## src/rtl/mux16_rr_arbiter.sv

```systemverilog
// Round-robin arbiter that sequences 16 requesters onto a shared 16:1 mux.
// One tenure at a time, ended by Done, a dropped request or a hold timeout.
module mux16_rr_arbiter #(
    parameter int MAX_HOLD = 16,
    parameter int CNT_W    = 5
) (
    input  logic        clk,
    input  logic        rst_n,
    input  logic [15:0] Req,
    input  logic [15:0] Mask,
    input  logic        Done,
    output logic [15:0] Grant,
    output logic [3:0]  Sel,
    output logic        Valid,
    output logic        Timeout
);

    typedef enum logic {IDLE, BUSY} state_t;

    localparam logic [CNT_W-1:0] HOLD_LAST = CNT_W'((MAX_HOLD > 0) ? MAX_HOLD - 1 : 0);

    state_t            state_q, state_d;
    logic [3:0]        ptr_q, ptr_d;
    logic [3:0]        sel_q, sel_d;
    logic [15:0]       grant_q, grant_d;
    logic              valid_q, valid_d;
    logic              timeout_q, timeout_d;
    logic [CNT_W-1:0]  cnt_q, cnt_d;

    logic [15:0]       eligible;
    logic [15:0]       rot;
    logic [3:0]        offset;
    logic              found;
    logic [3:0]        winner;
    logic              hold_hit;
    logic              release_now;

    assign eligible = Req & ~Mask;

    // rot[0] is the source at the pointer, so the lowest set bit is the winner.
    for (genvar gi = 0; gi < 16; gi++) begin : g_rot
        assign rot[gi] = eligible[ptr_q + 4'(gi)];
    end

    always_comb begin
        found  = 1'b0;
        offset = 4'd0;
        for (int i = 15; i >= 0; i--) begin
            if (rot[i]) begin
                found  = 1'b1;
                offset = 4'(i);
            end
        end
    end

    assign winner      = ptr_q + offset;
    assign hold_hit    = (MAX_HOLD != 0) && (cnt_q == HOLD_LAST);
    assign release_now = Done || !Req[sel_q] || hold_hit;

    always_comb begin
        state_d   = state_q;
        ptr_d     = ptr_q;
        sel_d     = sel_q;
        grant_d   = grant_q;
        valid_d   = valid_q;
        timeout_d = 1'b0;
        cnt_d     = cnt_q;
        case (state_q)
            IDLE: begin
                if (found) begin
                    grant_d = 16'b1 << winner;
                    sel_d   = winner;
                    valid_d = 1'b1;
                    cnt_d   = '0;
                    state_d = BUSY;
                end
            end
            BUSY: begin
                if (release_now) begin
                    grant_d   = '0;
                    valid_d   = 1'b0;
                    ptr_d     = sel_q + 4'd1;
                    // Done and abandon outrank the timeout, so only a pure timeout pulses
                    timeout_d = !Done && Req[sel_q] && hold_hit;
                    state_d   = IDLE;
                end else if (cnt_q != '1) begin
                    cnt_d = cnt_q + 1'b1;
                end
            end
            default: state_d = IDLE;
        endcase
    end

    always_ff @(posedge clk or negedge rst_n) begin
        if (!rst_n) begin
            state_q   <= IDLE;
            ptr_q     <= '0;
            sel_q     <= '0;
            grant_q   <= '0;
            valid_q   <= 1'b0;
            timeout_q <= 1'b0;
            cnt_q     <= '0;
        end else begin
            state_q   <= state_d;
            ptr_q     <= ptr_d;
            sel_q     <= sel_d;
            grant_q   <= grant_d;
            valid_q   <= valid_d;
            timeout_q <= timeout_d;
            cnt_q     <= cnt_d;
        end
    end

    assign Grant   = grant_q;
    assign Sel     = sel_q;
    assign Valid   = valid_q;
    assign Timeout = timeout_q;

endmodule

```

## config.mk

```make
export PLATFORM = sky130hd
export DESIGN_NAME = mux16_rr_arbiter
export DESIGN_NICKNAME = d
export VERILOG_FILES = /design/src/rtl/mux16_rr_arbiter.sv
export SDC_FILE = /design/constraint.sdc
export NUM_CORES = 1
export LEC_CHECK = 0
export CORE_ASPECT_RATIO = 1.4
export CORE_MARGIN = 4
export CORE_UTILIZATION = 55
export CTS_CLUSTER_DIAMETER = 30
export DETAILED_ROUTE_END_ITERATION = 8
export GPL_ROUTABILITY_DRIVEN = 0
export PLACE_DENSITY = 0.82
export SETUP_SLACK_MARGIN = 0.3
export SYNTH_ARGS = -nofsm -noshare
export SYNTH_HDL_FRONTEND = slang
export SYNTH_SLANG_ARGS = --single-unit
```

## constraint.sdc

```tcl
create_clock -name clk -period 6.45 [get_ports clk]
set_input_delay 1.6125 -clock clk [delete_from_list [all_inputs] [get_ports clk]]
set_output_delay 1.6125 -clock clk [all_outputs]
set_load 0.05 [all_outputs]
```

==> key figures <==
Die
  – Site Rows: 34
  – Die width: 76.75 um
  – DIE AREA: ~8000 um2
  – Top-Level Pins: 57
  – Starting Density: 57.42%
  – Chip height: 104.3 um
  – Core box area: 6339 um2

Hold path
  – Worst Hold Launch: Grant[0]
  – Hold WC Path Type: flop to flop

Synthesis
  – Netlist Area Pre-Place: 3640 um2
  – Top area cells in the synthesized netlist: dfrtp_1 (22%), mux4_2 (16%), ha_1 (4.8%)
  – Post-synthesis cell type count: 63
  – Dominant cell type by area after synthesis: dfrtp_1
  – Yosys warning count: 0
  – Post-synth top area share: roughly 22%
  – Cells after Synth: 358
  – Average size of a mapped cell: 10.17 um2
  – Post-Synthesis Net Count: 408
  – Ys flop type: dfrtp_1
  – Seq/Total Area, Yosys: 22.00%
  – Number of flops mapped to enable cells by yosys: 0
  – Asr flop ratio synth: 100.0%
  – FF+latch count, synth: 32

Timing
  – Setup_tns: 0 ns
  – Minimum clock period: 5.865 ns
  – Top achievable clock speed: 0.1705 GHz
  – Setup violators final: 0
  – Final worst path period share: between 90% and 100%
  – Worst-case clock skew: 0.008905 ns
  – WHS: between 0.4 and 0.5 ns
  – Unrepaired setup endpoints after global routing: no
  – Worst slew pin tran: 0.7415 ns
  – Relative slew slack: 50.46%
  – Max-slew violations: 0
  – Fin. Hold Viols: 0

Global routing
  – Aggregate global-route resource usage: 26.63%
  – Global-route wire length before repair: ~17000 um
  – Met3 usage in global routing: under 10%
  – Overflow after GRT: 0
  – Met1 usage: 30.27%
  – Pin count of the biggest net entering global routing: 33
  – Vias in the first global route: around 3300
  – Grt met2 use: 47.38%
  – Busiest layer in global routing: met2
  – Initial antenna violation count: 0

Finish
  – Final Instance Area: 4355 um2
  – NumNets Final: between 400 and 500
  – Fin util: 68.71%
  – Layout area overhead: 19.66%
  – Ant. Diodes: 0
  – Share of post-route cells with drive strength above 1: roughly 17%

Clocking
  – Clk buf depth: 2
  – Worst-path clk slew: 0.06 ns
  – CTS tree: yes
  – CTS Buf Count: 5
  – Post-CTS Setup Repair Bufs: 0
  – CTS root buf: clkbuf_8
  – CTS Hold Buffers Added: 0
  – Num Clock Sinks: 32
  – # H-tree levels: 2
  – Clk_lat worst skew: between 0.2 and 0.3 ns

Job
  – Max-cap violation count: 0

Routing
  – DRC: 0
  – Post-Route WL: 10500 um
  – Detail-routed net length per standard cell: 21.68 um
  – Vias: 3332
  – Detail Route Antenna Nets: 0
  – Drt pass-1 iters: 4
  – Iter 0 DRT Violations: 272
  – Post-DR vias/cell: 6.884

Worst setup path
  – Setup crit start kind: primary input
  – R2R setup slack: 1.10 ns
  – Critical Path Fanout Max: 9
  – Setup crit start: Req[7]
  – Worst path required time: 6.62 ns
  – Crit Reg-Reg Startpoint: ptr_q[2]
  – WP data arrival: 6.04 ns
  – Kind of critical path: primary input to flop
  – Setup crit end kind: flop

Placed design
  – Post-DP Area: ~4200 um2
  – Port-buffer cells: 56
  – Final HPWL DP: 8259 um

Run status
  – Status: completed
-- cell usage in the layout (no fill, tap or decap), types with 3 or more instances in the layout --
cell             netlist  layout
nand2_1               20      20
inv_1                  8       8
nor4_1                11      11
mux2i_1               17      16
a21oi_1               14      14
mux2_4                 4       4
ha_1                  14      14
or4_1                  7       7
o21ai_0                7       7
o2bb2ai_1              5       5
nand2b_1              19      19
nor3_1                 6       6
clkdlybuf4s50_1        0      56
a211oi_1               4       3
nor3b_2                1       3
nand4_1                7       7
nor2_1                22      22
or3_1                  4       4
clkbuf_8               0       5
nor4_2                 3       3
and2_1                 4       4
mux2_2                 5       5
xor2_1                 5       5
and4_1                 4       4
buf_4                  0       5
nand3b_1               4       4
a22o_1                 7       7
a32o_1                 9       9
inv_2                  3       3
xnor2_1                9       9
nand3_1                3       3
and3b_1                5       5
a211o_1                3       3
mux4_2                26      26
dfrtp_1               32      32
nor2b_1               17      17
-- flip-flops by register name, indices dropped and copies added (netlist names) --
register,cells
cnt_q,5
Timeout,1
ptr_q,4
Valid,1
state_q,1
Grant,16
Sel,4
-- stage by stage --
step | worst slack, ns | std cells
floorplan | 1.087 | 358
global placement | 0.2831 | 476
detailed placement | 0.1211 | 476
CTS | 0.4164 | 484
global route | 0.3324 | 484
finish | 0.5845 | 484
-- final cells by class --
| cell class | count | area [um2] |
|---|---|---|
| inverters | 11 | 41.29 |
| clock buffers | 6 | 72.57 |
| fillers | 487 | 1983 |
| multi-input cells | 300 | 2718 |
| well taps | 72 | 90.09 |
| repair buffers | 61 | 598.1 |
| clock inverters | 2 | 35.03 |
| flip-flops and latches | 32 | 800.8 |
-- logic make-up (layout without fill, tap and decap cells) --
kind of cell / count (synthesis) / count (layout) / share of synthesized area, %
XOR/XNOR: 17 / 17 / 4.710
multiplexers: 53 / 53 / 24.34
buffers and inverters: 26 / 80 / 4.090
adder cells (fa/ha/maj): 15 / 15 / 5.363
flip-flops: 32 / 32 / 22.00
AO/OA/AOI/OAI: 64 / 64 / 13.82
AND/OR/NAND/NOR: 151 / 151 / 25.68
-- Yosys cell counts (8+ instances only) --
cell type / count
ha_1: 14
nand2b_1: 19
mux2i_1: 17
nor2b_1: 17
dfrtp_1: 32
inv_1: 8
mux4_2: 26
a32o_1: 9
nand2_1: 20
nor4_1: 11
a21oi_1: 14
nor2_1: 22
xnor2_1: 9
-- final timing paths --
path / endpoint / cells past startpoint
setup / recovery: Grant[9] / 17
hold / removal: Grant[0] / 1
setup reg to reg: Grant[9] / 16
hold reg to reg: Grant[0] / 1
max in group asynchronous: Valid / 2
min in group asynchronous: Grant[4] / 2
-- per-layer routing --
layer	routed length, um	vias up	part of all wire [%]
met5	0	-	0
met4	524	0	5.0
li1	-	1500	-
met1	3788	1637	36
met2	5628	161	54
met3	554	34	5.3
-- what timing repair did --
| action | in CTS | in global routing |
|---|---|---|
| hold endpoints to repair | 0 | 0 |
| gates resized for setup | 0 | 5 |
| endpoints found under the setup margin | 0 | 17 |
-- worst max-delay path, cell delays in order --
cell,delay (ns)
clkdlybuf4s50_1,0.49
or3b_1,0.41
and4_1,0.24
o41a_1,0.46
o21ai_1,0.29
o21bai_1,0.16
a21oi_1,0.08
o311ai_0,0.41
a211oi_2,0.17
ha_1,0.30
a21o_1,0.17
a21oi_1,0.17
xnor2_1,0.13
nor2b_1,0.18
a21boi_0,0.16
mux2_4,0.34
a32o_1,0.26
Power is left out: the tool's default activity adds up to more than one toggle a clock period on the data nets, which glitch-free logic cannot reach.
